**config.mk**
```make
export PLATFORM = sky130hd
export DESIGN_NAME = piece_draw_scheduler
export DESIGN_NICKNAME = d
export VERILOG_FILES = /design/src/rtl/piece_draw_scheduler.sv
export SDC_FILE = /design/constraint.sdc
export NUM_CORES = 1
export LEC_CHECK = 0
export ABC_AREA = 1
export ABC_CLOCK_PERIOD_IN_PS = 5900
export CORE_MARGIN = 8
export CORE_UTILIZATION = 55
export DETAILED_ROUTE_END_ITERATION = 12
export GPL_TIMING_DRIVEN = 0
export PLACE_DENSITY = 0.89
export SLEW_MARGIN = 15
export SYNTH_ARGS = -nofsm -noshare
export SYNTH_HDL_FRONTEND = slang
export SYNTH_SLANG_ARGS = --single-unit
```
**constraint.sdc**
```tcl
create_clock -name vga_clk -period 5.9 [get_ports vga_clk]
set_input_delay 0.885 -clock vga_clk [delete_from_list [all_inputs] [get_ports vga_clk]]
set_output_delay 0.885 -clock vga_clk [all_outputs]
set_load 0.01 [all_outputs]
```
**src/rtl/piece_draw_scheduler.sv**
```systemverilog
// piece_draw_scheduler: square tracking, board state, shared sprite ROM
// sequencing and vblank-committed board updates. Option: PIECE_CHECK_BORDER_EN.
module piece_draw_scheduler #(
    parameter int SQ         = 60,
    parameter int BOARD_X    = 80,
    parameter int FIFO_DEPTH = 4
) (
    input  logic        vga_clk,
    input  logic        reset,
    input  logic [9:0]  DrawX,
    input  logic [9:0]  DrawY,
    input  logic        blank,
    input  logic        upd_valid,
    output logic        upd_ready,
    input  logic [5:0]  upd_square,
    input  logic [3:0]  upd_piece,
    input  logic        sel_en,
    input  logic [5:0]  sel_square,
    input  logic        chk_en,
    input  logic [5:0]  chk_square,
    output logic [15:0] rom_addr,
    input  logic [3:0]  rom_q,
    output logic [3:0]  pal_index,
    input  logic [11:0] pal_rgb,
    output logic        piece_on,
    output logic [3:0]  red,
    output logic [3:0]  green,
    output logic [3:0]  blue
);

    localparam int AW = $clog2(FIFO_DEPTH);
    localparam logic [9:0]  SQW  = 10'(SQ);
    localparam logic [9:0]  XLO  = 10'(BOARD_X);
    localparam logic [9:0]  XOFF = 10'(BOARD_X + 1);
    localparam logic [9:0]  YHI  = 10'(8 * SQ);
    localparam logic [15:0] SQ16 = 16'(SQ);
    localparam logic [15:0] SQ2  = 16'(SQ * SQ);

    typedef enum logic {ACTIVE, DRAIN} state_t;

    function automatic logic [3:0] opening(input logic [5:0] sq);
        logic [3:0] rank;
        case (sq[2:0])
            3'd0, 3'd7: rank = 4'd4;
            3'd1, 3'd6: rank = 4'd2;
            3'd2, 3'd5: rank = 4'd3;
            3'd3:       rank = 4'd5;
            default:    rank = 4'd6;
        endcase
        case (sq[5:3])
            3'd0:    return rank | 4'd8;
            3'd1:    return 4'd9;
            3'd6:    return 4'd1;
            3'd7:    return rank;
            default: return 4'd0;
        endcase
    endfunction

    state_t      state_q, state_d;
    logic [9:0]  mem_q [FIFO_DEPTH];
    logic [9:0]  mem_d [FIFO_DEPTH];
    logic [AW:0] wr_q, wr_d, rd_q, rd_d;
    logic [3:0]  board_q [64];
    logic [3:0]  board_d [64];
    logic        sel_en_q, sel_en_d;
    logic [5:0]  sel_sq_q, sel_sq_d;
`ifdef PIECE_CHECK_BORDER_EN
    logic        chk_en_q, chk_en_d;
    logic [5:0]  chk_sq_q, chk_sq_d;
    logic        s1_bdr_q, s1_bdr_d, s2_bdr_q;
`else
    logic        unused_chk;
    assign unused_chk = ^{chk_en, chk_square};
`endif

    logic        s0_vis_q, s0_vis_d;
    logic [5:0]  s0_sq_q, s0_sq_d;
    logic [9:0]  s0_lx_q, s0_lx_d, s0_ly_q, s0_ly_d;
    logic [3:0]  s0_pc_q, s0_pc_d;
    logic [15:0] rom_addr_q, rom_addr_d;
    logic        s1_occ_q, s1_occ_d, s1_sel_q, s1_sel_d;
    logic        s1_vis_q, s1_vis_d;
    logic        s2_occ_q, s2_sel_q, s2_vis_q;

    logic        vblank, full, empty, push, pop, capture;
    logic [9:0]  head;

    // Vblank FSM, FIFO pointers and the drain write into the board.
    always_comb begin
        vblank  = DrawY >= YHI;
        empty   = wr_q == rd_q;
        full    = (wr_q[AW] != rd_q[AW]) &&
                  (wr_q[AW-1:0] == rd_q[AW-1:0]);
        push    = upd_valid && !full;
        pop     = (state_q == DRAIN) && vblank && !empty;
        capture = (state_q == ACTIVE) && vblank;
        state_d = vblank ? DRAIN : ACTIVE;
        head    = mem_q[rd_q[AW-1:0]];
        mem_d   = mem_q;
        board_d = board_q;
        if (push) mem_d[wr_q[AW-1:0]] = {upd_square, upd_piece};
        if (pop) board_d[head[9:4]] = head[3:0];
        wr_d = wr_q + {{AW{1'b0}}, push};
        rd_d = rd_q + {{AW{1'b0}}, pop};
    end

    // Highlight requests are frozen at the start of vblank for a whole frame.
    always_comb begin
        sel_en_d = sel_en_q;
        sel_sq_d = sel_sq_q;
        if (capture) begin
            sel_en_d = sel_en;
            sel_sq_d = sel_square;
        end
`ifdef PIECE_CHECK_BORDER_EN
        chk_en_d = chk_en_q;
        chk_sq_d = chk_sq_q;
        if (capture) begin
            chk_en_d = chk_en;
            chk_sq_d = chk_square;
        end
`endif
    end

    logic [9:0] dx, col, row, lx, ly;

    // S0: locate the raster within the board and fetch the square's piece.
    always_comb begin
        dx       = DrawX - XOFF;
        col      = dx / SQW;
        lx       = dx - col * SQW;
        row      = DrawY / SQW;
        ly       = DrawY - row * SQW;
        s0_vis_d = blank && (DrawX > XLO) &&
                   (col < 10'd8) && (row < 10'd8);
        s0_sq_d  = {row[2:0], col[2:0]};
        s0_lx_d  = lx;
        s0_ly_d  = ly;
        s0_pc_d  = board_q[s0_sq_d];
    end

    logic [3:0] idx;

    // S1: sprite ROM address and per-pixel flags.
    always_comb begin
        idx        = (s0_pc_q[3] ? 4'd6 : 4'd0) +
                     {1'b0, s0_pc_q[2:0]} - 4'd1;
        rom_addr_d = 16'(idx) * SQ2 + 16'(s0_ly_q) * SQ16 +
                     16'(s0_lx_q);
        s1_occ_d   = (s0_pc_q[2:0] != 3'd0) && (s0_pc_q[2:0] != 3'd7);
        s1_sel_d   = sel_en_q && (s0_sq_q == sel_sq_q);
        s1_vis_d   = s0_vis_q;
`ifdef PIECE_CHECK_BORDER_EN
        s1_bdr_d   = chk_en_q && (s0_sq_q == chk_sq_q) &&
                     ((s0_lx_q < 10'd5) || (s0_lx_q >= SQW - 10'd5) ||
                      (s0_ly_q < 10'd5) || (s0_ly_q >= SQW - 10'd5));
`endif
    end

    // State, FIFO, board and pipeline registers.
    always_ff @(posedge vga_clk) begin
        if (reset) begin
            state_q <= ACTIVE;
            wr_q    <= '0;
            rd_q    <= '0;
            for (int i = 0; i < FIFO_DEPTH; i++) mem_q[i] <= '0;
            for (int i = 0; i < 64; i++) board_q[i] <= opening(6'(i));
            sel_en_q   <= 1'b0;
            sel_sq_q   <= '0;
            s0_vis_q   <= 1'b0;
            s0_sq_q    <= '0;
            s0_lx_q    <= '0;
            s0_ly_q    <= '0;
            s0_pc_q    <= '0;
            rom_addr_q <= '0;
            s1_occ_q   <= 1'b0;
            s1_sel_q   <= 1'b0;
            s1_vis_q   <= 1'b0;
            s2_occ_q   <= 1'b0;
            s2_sel_q   <= 1'b0;
            s2_vis_q   <= 1'b0;
        end else begin
            state_q    <= state_d;
            wr_q       <= wr_d;
            rd_q       <= rd_d;
            mem_q      <= mem_d;
            board_q    <= board_d;
            sel_en_q   <= sel_en_d;
            sel_sq_q   <= sel_sq_d;
            s0_vis_q   <= s0_vis_d;
            s0_sq_q    <= s0_sq_d;
            s0_lx_q    <= s0_lx_d;
            s0_ly_q    <= s0_ly_d;
            s0_pc_q    <= s0_pc_d;
            rom_addr_q <= rom_addr_d;
            s1_occ_q   <= s1_occ_d;
            s1_sel_q   <= s1_sel_d;
            s1_vis_q   <= s1_vis_d;
            s2_occ_q   <= s1_occ_q;
            s2_sel_q   <= s1_sel_q;
            s2_vis_q   <= s1_vis_q;
        end
    end

`ifdef PIECE_CHECK_BORDER_EN
    // Checked-king border shadow and its pipeline flags.
    always_ff @(posedge vga_clk) begin
        if (reset) begin
            chk_en_q <= 1'b0;
            chk_sq_q <= '0;
            s1_bdr_q <= 1'b0;
            s2_bdr_q <= 1'b0;
        end else begin
            chk_en_q <= chk_en_d;
            chk_sq_q <= chk_sq_d;
            s1_bdr_q <= s1_bdr_d;
            s2_bdr_q <= s1_bdr_q;
        end
    end
`endif

    logic        bdr_hit;
    logic [11:0] rgb;

    // S2: priority mux of border, sprite and highlight colours.
    always_comb begin
`ifdef PIECE_CHECK_BORDER_EN
        bdr_hit = s2_bdr_q;
`else
        bdr_hit = 1'b0;
`endif
        pal_index = s2_vis_q ? rom_q : 4'd0;
        piece_on  = 1'b0;
        rgb       = 12'h000;
        if (s2_vis_q) begin
            if (bdr_hit) begin
                piece_on = 1'b1;
                rgb      = 12'hF00;
            end else if (s2_occ_q && (rom_q != 4'd0)) begin
                piece_on = 1'b1;
                rgb      = pal_rgb;
            end else if (s2_sel_q) begin
                piece_on = 1'b1;
                rgb      = 12'h6A6;
            end
        end
        {red, green, blue} = rgb;
        rom_addr  = rom_addr_q;
        upd_ready = !full;
    end

endmodule

```
==> metrics.md <==
| Metric | Value |
|---|---|
| CTS buffer count | 39 |
| I/O Pins | 98 |
| Synthesized instance count | 2732 |
| Synth top cells by count | nand2_1, dfxtp_1, inv_1, nand3_1, a21oi_1 |
| Top_reg_cell synth | dfxtp_1 |
| Register area share after synthesis | 37.1% |
| CTS tree | done |
| CP max-delay cell | fa_2 |
| #FFs+latches synth | 363 |
| CP peak stage delay | 470 ps |
| Post-synth top area share | 37.1% |
| # diodes | 0 |
| Detailed Routing Iterations Pass 1 | 9 |
| Routed WL | 68300 um |
| Logic pwr share | 56.3% |
| Synth area leader | dfxtp_1 |
| Min Tclk post-route | 5950 ps |
| # H-tree levels | 2 |
| Clock transition at path regs | 60 ps |
| Final setup violating endpoints | 1 |
| Worst-Skew Late Latency | 560 ps |
| Syn Area/Cell | 7.17 um^2 |
| Number of synthesized flops with an enable pin | 0 |
| Sw power | 0.00530 W |
| Switching share of power | 44.0% |
| PortBufs | 89 |
| Final Max Tran Viols | 0 |
| First element of the critical path | DrawY[8] |
| Failing checks | setup timing |
| Final cell utilization of the core | 65.6% |
| Reg-to-Reg End | rom_addr[14] |
| Core area | 0.0353 mm^2 |
| Chip Height | 205 um |
| DR WL/cell | 20.1 um |
| R2R depth | 26 |
| Initial Utilization | 55.4% |
| Pin count of the biggest net entering global routing | 18 |
| Tcrit/Tclk final | 101% |
| FF-to-FF Start | s0_ly_q[2] |
| Status | finished, violations left |
| Design area | 0.0232 mm^2 |
| DRT iter0 DRCs | 2679 |
| Max_cap viols | 0 |
| WS Path Type | primary input to register |
| Max VDD drop | 1500 uV |
| Fin Clk Skew | 19.4 ps |
| Reg2Reg Setup Slack | 910 ps |
| Crit-path leading delay family | simple AND/OR/NAND/NOR gates |
| Hold Path Class | register to register |
| Worst Max-Slew Pin Slew | 1310 ps |
| DPL Wire Length | 45900 um |
| Most common cell in the netlist | nand2_1 |
| CP bufs+invs | 13 |
| Slew HR | 13.0% |
| Max Root-Sink Buffers | 3 |
| PD cells | 520 mW/mm^2 |
| Final number of hold-violating endpoints | 0 |
| Critical Path Stages | 40 |
| Worst hold slack | 407 ps |
| Layout net count | 3109 |
| Site row count | 69 |
| Post-synth ARST share | 0% |
| Total number of vias | 20500 |
| Area contributors post-synth | dfxtp_1, nand2_1, nand3_1 |
| Max Freq | 168 MHz |
| Clock root buffer | clkbuf_16 |
| Final TNS setup | -47.9 ps |
| Max FO, Critical Path | 10 |
| Syn Std Cell Area | 0.0196 mm^2 |
| GRT Overall Usage | 30.9% |
| Reg power frac | 22.5% |
| Clock Power Share | 21.1% |
| Syn Nets | 2931 |
| Final worst setup slack | -47.9 ps |
| Yosys warning count | 0 |
| Die area | 0.0419 mm^2 |
| Die Wd | 205 um |
| DRC Markers | 0 |
| Worst path required time | 6370 ps |
| Total grt overflow | 0 |
| Static Leakage | 10.5 nW |
| Final estimated routing congestion in global placement | 1.00 |
| Area Overhead vs Synth | 18.4% |
| First-pass GRT wire length | 103000 um |
| Share of layout cells above drive strength 1 | 9.46% |
| CP arrival | 6420 ps |
| Initial antenna violation count | 2 |
| Routed Antenna Nets | 0 |
| Crit path capture | s0_ly_q[9] |
| Vias per cell | 6.03 |
| Internal Power | 0.00674 W |
| Worst Setup Start Kind | primary input |
| # clock sinks | 363 |
| Filler cells | 2853 |
| Synth cell types | 41 |
| Type of element capturing the critical path | register |
| Vias in the first global route | 19519 |
| Post-Place Cell Area | 0.0211 mm^2 |
-- kinds of logic after synthesis --
logic type                 share of synthesized area (%)
adders and majority gates                           10.3
AOI/OAI and AO/OA                                   18.6
and+or+nand+nor                                     22.4
buffers and inverters                               9.92
DFF                                                 37.1
xor gates and xnor gates                            1.66
-- worst min path at each step --
| stage | cells after the start | start | end |
|---|---|---|---|
| after CTS | 2 | s0_lx_q[1] | rom_addr[1] |
| after global placement | 2 | s0_lx_q[0] | rom_addr[0] |
| after floorplan | 2 | s0_lx_q[0] | rom_addr[0] |
| after detailed placement | 2 | s0_lx_q[1] | rom_addr[1] |
| final | 2 | s0_lx_q[1] | rom_addr[1] |
| after global routing | 2 | s1_sel_q | s2_sel_q |
-- metrics by stage --
step / total power, W / setup slack (ps) / cells
after detailed placement: 0.00894 / -2050 / 3284
after floorplan: 0.00730 / 41.7 / 2732
after global placement: 0.00854 / -1480 / 3282
after global routing: 0.0129 / -201 / 3400
final: 0.0120 / -47.9 / 3400
after CTS: 0.0117 / 2.41 / 3384
-- registers in the layout, indices dropped and copies added (netlist names), 3 cells and up --
name	flops
sel_sq_q	6
s0_pc_q	4
mem_q	40
rom_addr	16
s0_lx_q	10
s0_sq_q	6
board_q	256
wr_q	3
rd_q	3
s0_ly_q	10
-- power by group through the flow --
stage          registers [W]  logic [W]  clock network (W)
2_1_floorplan        0.00277    0.00454                  0
3_3_place_gp         0.00276    0.00577                  0
3_5_place_dp         0.00277    0.00618                  0
4_1_cts              0.00272    0.00649            0.00254
5_1_grt              0.00273    0.00751            0.00265
6_report             0.00272    0.00678            0.00255
-- worst min-delay path, stage by stage, from the launching register on --
cell	delay (ps)
dfxtp_1	290
inv_1	40
nor2_1	30
-- what timing repair did --
action / in CTS / in global routing
gates resized for setup: 75 / 96
buffers inserted: 32 / 18
cloned: 1 / 0
hold buffers: 0 / 0
pin swaps: 26 / 44
setup endpoints to repair: 11 / 8
endpoints found under the hold margin: 0 / 0
-- cell usage in the layout, fill, tap and decap left out, drive strengths merged --
master / count
dfxtp: 363
a21o: 3
o21bai: 6
o31ai: 3
xnor2: 14
nor2: 202
or2: 2
bufinv: 3
inv: 339
nand3b: 2
buf: 108
a21oi: 300
and2: 1
nand3: 321
a211oi: 4
a22o: 1
a31oi: 4
nand4: 7
o211ai: 57
clkdlybuf4s50: 76
clkinv: 11
fa: 43
o21ai: 290
maj3: 1
ha: 92
dlymetal6s2s: 2
nand2: 486
clkbuf: 153
o41ai: 1
a32oi: 10
nor3: 10
bufbuf: 1
xor2: 23
-- cell type report --
class	instances	area [um^2]	share of cell area, %
inverters	345	1320	5.70
plain buffers	137	681	2.94
flip-flops and latches	363	7270	31.4
clock inverters	8	130	0.562
clock buffers	62	1190	5.15
well taps	461	577	2.49
multi-input cells	1883	10700	46.3
repair buffers	141	1270	5.48
-- per-layer routing --
layer / vias to the layer above / part of all wire, % / global-route usage [%]
met5: - / 0.034 / 0
met4: 4 / 7.1 / 18.3
met3: 345 / 13 / 7.76
met2: 1392 / 44 / 50.1
met1: 9389 / 36 / 36.6
li1: 9370 / - / -
(Power assumes the default switching activity.)
